==> src/rtl/watchdog_vote_pkg.sv <==
// watchdog_vote_pkg: shared FSM encoding and default sizing for the watchdog vote monitor.
package watchdog_vote_pkg;

    typedef enum logic [1:0] {
        ST_OK      = 2'd0,
        ST_SUSPECT = 2'd1,
        ST_FAULT   = 2'd2
    } state_e;

    localparam int DEF_PERSIST_CYCLES = 4;
    localparam int DEF_CNT_W          = 8;

endpackage

==> src/rtl/watchdog_vote_monitor_if.sv <==
// watchdog_vote_monitor_if: watchdog flags and fault-clear in, vote/alarm/fault status out.
interface watchdog_vote_monitor_if
    import watchdog_vote_pkg::*;
#(
    parameter int CNT_W = DEF_CNT_W
);

    logic [2:0]       expired_in;
    logic             fault_clr;
    logic             expired_vote;
    logic             alarm;
    logic [2:0]       channel_fault;
    logic [CNT_W-1:0] fault_cnt;

    modport master (
        output expired_in, fault_clr,
        input  expired_vote, alarm, channel_fault, fault_cnt
    );

    modport slave (
        input  expired_in, fault_clr,
        output expired_vote, alarm, channel_fault, fault_cnt
    );

endinterface

==> src/rtl/tmr_vote_logic.sv <==
// tmr_vote_logic: combinational 2-of-3 majority, agreement flag and one-hot minority channel.
module tmr_vote_logic (
    input  logic [2:0] in_i,
    output logic       maj_o,
    output logic       agree_o,
    output logic [2:0] minority_o
);

    // With one dissenter, the minority is the lone bit that differs from the majority.
    always_comb begin
        maj_o      = (in_i[0] & in_i[1]) | (in_i[0] & in_i[2]) | (in_i[1] & in_i[2]);
        agree_o    = (in_i == 3'b000) || (in_i == 3'b111);
        minority_o = maj_o ? ~in_i : in_i;
    end

endmodule

==> src/rtl/watchdog_vote_monitor.sv <==
// watchdog_vote_monitor: registered 2-of-3 vote of the watchdog flags plus persistent-disagreement
// fault detection with sticky channel latch, alarm and saturating fault-event counter.
module watchdog_vote_monitor
    import watchdog_vote_pkg::*;
#(
    parameter int PERSIST_CYCLES = DEF_PERSIST_CYCLES,
    parameter int CNT_W          = DEF_CNT_W
) (
    input  logic                    clk,
    input  logic                    rst_n,
    watchdog_vote_monitor_if.slave  bus
);

    localparam int PW = $clog2(PERSIST_CYCLES + 1);

    state_e           state_q;
    logic [2:0]       in_q;
    logic             vote_q;
    logic             alarm_q;
    logic [2:0]       channel_fault_q;
    logic [CNT_W-1:0] fault_cnt_q;
    logic [PW-1:0]    persist_cnt_q;
    logic [2:0]       suspect_ch_q;

    logic             maj;
    logic             agree;
    logic [2:0]       minority;
    logic [PW-1:0]    persist_d;
    logic             fault_entry_d;
    logic [CNT_W-1:0] fault_cnt_d;

    tmr_vote_logic u_vote (
        .in_i       (in_q),
        .maj_o      (maj),
        .agree_o    (agree),
        .minority_o (minority)
    );

    // Fault entry is reachable from OK only when a single disagreeing sample qualifies.
    always_comb begin
        persist_d     = persist_cnt_q + PW'(1);
        fault_entry_d = !agree && (
            (state_q == ST_OK && PERSIST_CYCLES == 1) ||
            (state_q == ST_SUSPECT && minority == suspect_ch_q && persist_d == PW'(PERSIST_CYCLES)));
        fault_cnt_d   = (fault_cnt_q == '1) ? fault_cnt_q : fault_cnt_q + CNT_W'(1);
    end

    always_ff @(posedge clk) begin
        if (!rst_n) begin
            state_q         <= ST_OK;
            in_q            <= '0;
            vote_q          <= 1'b0;
            alarm_q         <= 1'b0;
            channel_fault_q <= '0;
            fault_cnt_q     <= '0;
            persist_cnt_q   <= '0;
            suspect_ch_q    <= '0;
        end else begin
            in_q   <= bus.expired_in;
            vote_q <= maj;
            if (fault_entry_d) begin
                state_q         <= ST_FAULT;
                alarm_q         <= 1'b1;
                channel_fault_q <= minority;
                fault_cnt_q     <= fault_cnt_d;
                persist_cnt_q   <= '0;
            end else begin
                case (state_q)
                    ST_OK: begin
                        if (!agree) begin
                            state_q       <= ST_SUSPECT;
                            persist_cnt_q <= PW'(1);
                            suspect_ch_q  <= minority;
                        end
                    end
                    ST_SUSPECT: begin
                        if (agree) begin
                            state_q       <= ST_OK;
                            persist_cnt_q <= '0;
                        end else if (minority != suspect_ch_q) begin
                            persist_cnt_q <= PW'(1);
                            suspect_ch_q  <= minority;
                        end else begin
                            persist_cnt_q <= persist_d;
                        end
                    end
                    ST_FAULT: begin
                        if (bus.fault_clr) begin
                            state_q         <= ST_OK;
                            alarm_q         <= 1'b0;
                            channel_fault_q <= '0;
                        end
                    end
                    default: state_q <= ST_OK;
                endcase
            end
        end
    end

    assign bus.expired_vote  = vote_q;
    assign bus.alarm         = alarm_q;
    assign bus.channel_fault = channel_fault_q;
    assign bus.fault_cnt     = fault_cnt_q;

endmodule
==> src/flat_wrapper.sv <==
// flat-port wrapper written by rule: the top's interface ports become plain ports
module watchdog_vote_monitor_flat import watchdog_vote_pkg::*;
#(
    parameter int PERSIST_CYCLES = DEF_PERSIST_CYCLES,
    parameter int CNT_W          = DEF_CNT_W
)
  (clk, rst_n, bus_expired_in, bus_fault_clr, bus_expired_vote, bus_alarm, bus_channel_fault, bus_fault_cnt);
  watchdog_vote_monitor_if #(.CNT_W(CNT_W)) bus_i ();
  input  logic clk;
  input  logic rst_n;
  input wire logic [$bits(bus_i.expired_in)-1:0] bus_expired_in;
  input wire logic [$bits(bus_i.fault_clr)-1:0] bus_fault_clr;
  output wire logic [$bits(bus_i.expired_vote)-1:0] bus_expired_vote;
  output wire logic [$bits(bus_i.alarm)-1:0] bus_alarm;
  output wire logic [$bits(bus_i.channel_fault)-1:0] bus_channel_fault;
  output wire logic [$bits(bus_i.fault_cnt)-1:0] bus_fault_cnt;
  assign bus_i.expired_in = bus_expired_in;
  assign bus_i.fault_clr = bus_fault_clr;
  assign bus_expired_vote = bus_i.expired_vote;
  assign bus_alarm = bus_i.alarm;
  assign bus_channel_fault = bus_i.channel_fault;
  assign bus_fault_cnt = bus_i.fault_cnt;
  watchdog_vote_monitor #(.PERSIST_CYCLES(PERSIST_CYCLES), .CNT_W(CNT_W)) u_core (.clk(clk), .rst_n(rst_n), .bus(bus_i));
endmodule
==> config.mk <==
export PLATFORM = sky130hd
export DESIGN_NAME = watchdog_vote_monitor_flat
export DESIGN_NICKNAME = d
export VERILOG_FILES = /design/src/rtl/watchdog_vote_pkg.sv /design/src/rtl/watchdog_vote_monitor_if.sv /design/src/rtl/tmr_vote_logic.sv /design/src/rtl/watchdog_vote_monitor.sv /design/src/flat_wrapper.sv
export SDC_FILE = /design/constraint.sdc
export NUM_CORES = 1
export LEC_CHECK = 0
export ABC_AREA = 1
export CORE_MARGIN = 2
export CORE_UTILIZATION = 50
export DETAILED_ROUTE_END_ITERATION = 6
export PLACE_DENSITY = 0.74
export RECOVER_POWER = 25
export SYNTH_ARGS = -nofsm -noshare
export SYNTH_HDL_FRONTEND = slang
export SYNTH_HIERARCHICAL = 1
export SYNTH_SLANG_ARGS = --single-unit
==> constraint.sdc <==
create_clock -name clk -period 1.85 [get_ports clk]
set_input_delay 0.37 -clock clk [delete_from_list [all_inputs] [get_ports clk]]
set_output_delay 0.37 -clock clk [all_outputs]
set_load 0.01 [all_outputs]
==> results.yml <==
status:
  status: "finished clean"
place:
  gp_congestion: 0.728
  pre_cts_slack_ps: 14.9
  place_inst: 214
  port_buffers: 18
  dpl.hpwl_mm: 1.89
clock_tree:
  clk_latency_ps: 300
  ctsHoldBuffers: 0
  cts-buffers-inserted: 3
  clock_sinks: 24
  cts_tree: "built"
  htree_levels: 1
  clk_pin_slew_worst_paths_ps: 120
  root_buffer: "clkbuf_4"
  post_cts_buffers: 0
  cts_buffer_depth: 2
timing:
  fin_tns_setup_ps: 0
  slew_viol_final: 0
  tightest_slew_ps: 336
  slew_headroom_pct: 77.5
  finalSetupViolCount: 0
  skew_ps: 3.66
  worst_slack_ps: 156
  max_freq_mhz: 590
  rsz0062_at_grt: "false"
  period_share_pct: 91.6
  min_period_ps: 1690
  hold-worst-slack_ps: 478
  hold_viol_final: 0
yosys:
  ys.warnings.count: 6
  synth_area_per_cell_um2: 7.10
  ys_seq_area_share_pct: 39.8
  synthDistinctLibCells: 24
  syn_inst: 170
  synthesis.nets: 179
  synth_area_leaders: "dfxtp_1 (40%), nand2_1 (14%), nand3_1 (8.7%)"
  synth_ff_type: "dfxtp_1"
  async_reset_ff_share_pct: 0
  ys_top_cells_by_count: "nand2_1 (44), dfxtp_1 (24), nand3_1 (21), inv_1 (20), a21oi_1 (14)"
  synth_top_cell_by_area: "dfxtp_1"
  yosys.area.top_type_share_pct: 39.8
  synth-edff-count: 0
  ys_ff_latch: 24
  synth.cell_area_mm2: 0.00121
  yosysMostFrequentCell: "nand2_1"
drt:
  dr_total_vias: 1141
  post_drt_wl_per_cell_um: 11.5
  wl_mm: 2.51
  drt-pass1-iter-count: 4
  post_drt_via_cell_ratio: 5.26
  ant_nets: 0
  drt_iter0_markers: 27
  remaining_drc_errors: 0
finish:
  fin_nets: 200
  fillers: 209
  drive_above_1_share_pct: 9.52
  diodes: 0
  multiInputGateArea_um2: 629
  area_growth_pct: 21.1
  final_cell_count_no_fill: 217
  regArea_um2: 492
global_route:
  track_usage_pct: 21.4
  grt_pass1_wl_mm: 4.43
  grt-ovfl-total: 0
  antenna_found_initial: 0
  grt_start_max_net_pins: 13
  first_global_vias: 1040
setup_path:
  required_ps: 2060
  slowest_stage: "dfxtp_4"
  path_class: "flop to flop"
  cpPeakStageDelay_ps: 420
  cpMostUsedCell: "nand2_1"
  crit_fanout: 8
  cp.arrival_ps: 1910
  startpoint_type: "flop"
  end_kind: "flop"
  cp_cell_sequence: "inv_1, nand3_1, nand2_1, xnor2_2, nand4_4, nor2_4, nand2_2, nand2_1, nor2_1"
pwr:
  p_sw_share_pct: 25.9
  comb_power_share_pct: 13.1
  leakage_nw: 0.605
  p_int_mw: 0.647
  clkPwrFrac_pct: 24.7
  p_total_mw: 0.873
  switching_power_mw: 0.226
  p_per_area_mw_per_mm2: 598
  ir_drop_uv: 433
  p_seq_share_pct: 62.3
run:
  maxCapViolCount: 0
floorplan:
  die_h_um: 53.1
  start_util_pct: 53.5
  ios: 19
  dieArea_mm2: 0.00282
  die_x_um: 53.1
  row_count: 17
  core_area_mm2: 0.00225
worst_hold_path:
  holdCritPathClass: "flop to flop"
==> power groups by stage <==
stage	clock network [mW]	registers [mW]	logic, mW
global route	0.242	0.547	0.131
global placement	0	0.555	0.102
floorplan	0	0.551	0.0830
detailed placement	0	0.557	0.106
CTS	0.225	0.546	0.107
finish	0.215	0.544	0.114
==> cells in the final DEF (no fill, tap or decap), types with 2 or more instances in the layout <==
cell	synthesis	layout
dlygate4sd3_1	0	6
dfxtp_1	24	21
a31oi_1	3	3
nor2_2	2	2
inv_1	20	20
nor2_4	2	3
nand2_1	44	44
dfxtp_4	0	3
nor2_1	12	11
clkdlybuf4s50_1	0	12
ha_1	3	3
clkbuf_4	0	3
a21oi_1	14	14
nand4_1	7	7
o21ai_0	2	2
nand3b_1	2	2
buf_4	0	2
nand3_1	21	20
==> metal layers <==
layer	share of wire (%)	track usage, %	up-vias
li1	-	-	598
met1	45	25.6	525
met2	51	38.8	16
met3	4.0	5.08	2
met4	0.56	3.85	0
met5	0	0	-
==> final timing paths <==
check	start	to	slack, ps	cells past startpoint
max	u_core/in_q[0]$_SDFF_PN0_	u_core/persist_cnt_q[0]$_SDFFE_PP0P_	160	9
min	u_core/bus.alarm$_SDFFE_PN0P_	u_core/bus.alarm$_SDFFE_PN0P_	480	2
max reg2reg	u_core/in_q[0]$_SDFF_PN0_	u_core/persist_cnt_q[0]$_SDFFE_PP0P_	160	9
min reg2reg	u_core/bus.alarm$_SDFFE_PN0P_	u_core/bus.alarm$_SDFFE_PN0P_	480	2
==> layout make-up <==
class / instances / area share (%)
multi-input combinational: 119 / 43.1
timing repair buffer: 21 / 13.6
tap: 28 / 2.40
inverter: 22 / 5.66
sequential: 24 / 33.7
clock buffer: 3 / 1.54
==> metrics by stage <==
step / util [%] / cell area (um^2)
after floorplan: - / 1210
after global routing: 64.8 / 1460
after global placement: 62.2 / 1400
final: 64.8 / 1460
after CTS: 63.3 / 1430
after detailed placement: 62.2 / 1400
==> sequential cells by signal (all words and copies together) (netlist names) <==
register,flops
u_core/bus.alarm,1
u_core/bus.channel_fault,3
u_core/bus.expired_vote,1
u_core/bus.fault_cnt,8
u_core/in_q,3
u_core/persist_cnt_q,3
u_core/state_q,2
u_core/suspect_ch_q,3
==> kinds of logic (layout without fill, tap and decap cells) <==
logic type,after synthesis,count (layout),synth area share (%)
AOI/OAI and AO/OA,20,20,8.82
and+or+nand+nor,94,94,36.4
adders and majority gates,3,3,3.11
xor gates and xnor gates,2,2,1.45
buffers and inverters,27,46,10.4
DFF,24,24,39.8
==> worst max-delay path, delay by kind of cell (launching register included) <==
kind	cells	cell delay, ps
buf+inv	1	60
xor+xnor	1	230
flops	1	420
simple gates	7	880
==> what timing repair did <==
| item | in CTS | in global routing |
|---|---|---|
| setup endpoints to repair | 9 | 19 |
| endpoints found under the hold margin | 0 | 0 |
| pin swaps | 0 | 2 |
| resized for setup | 2 | 9 |
Power figures use the tool's default switching activity.
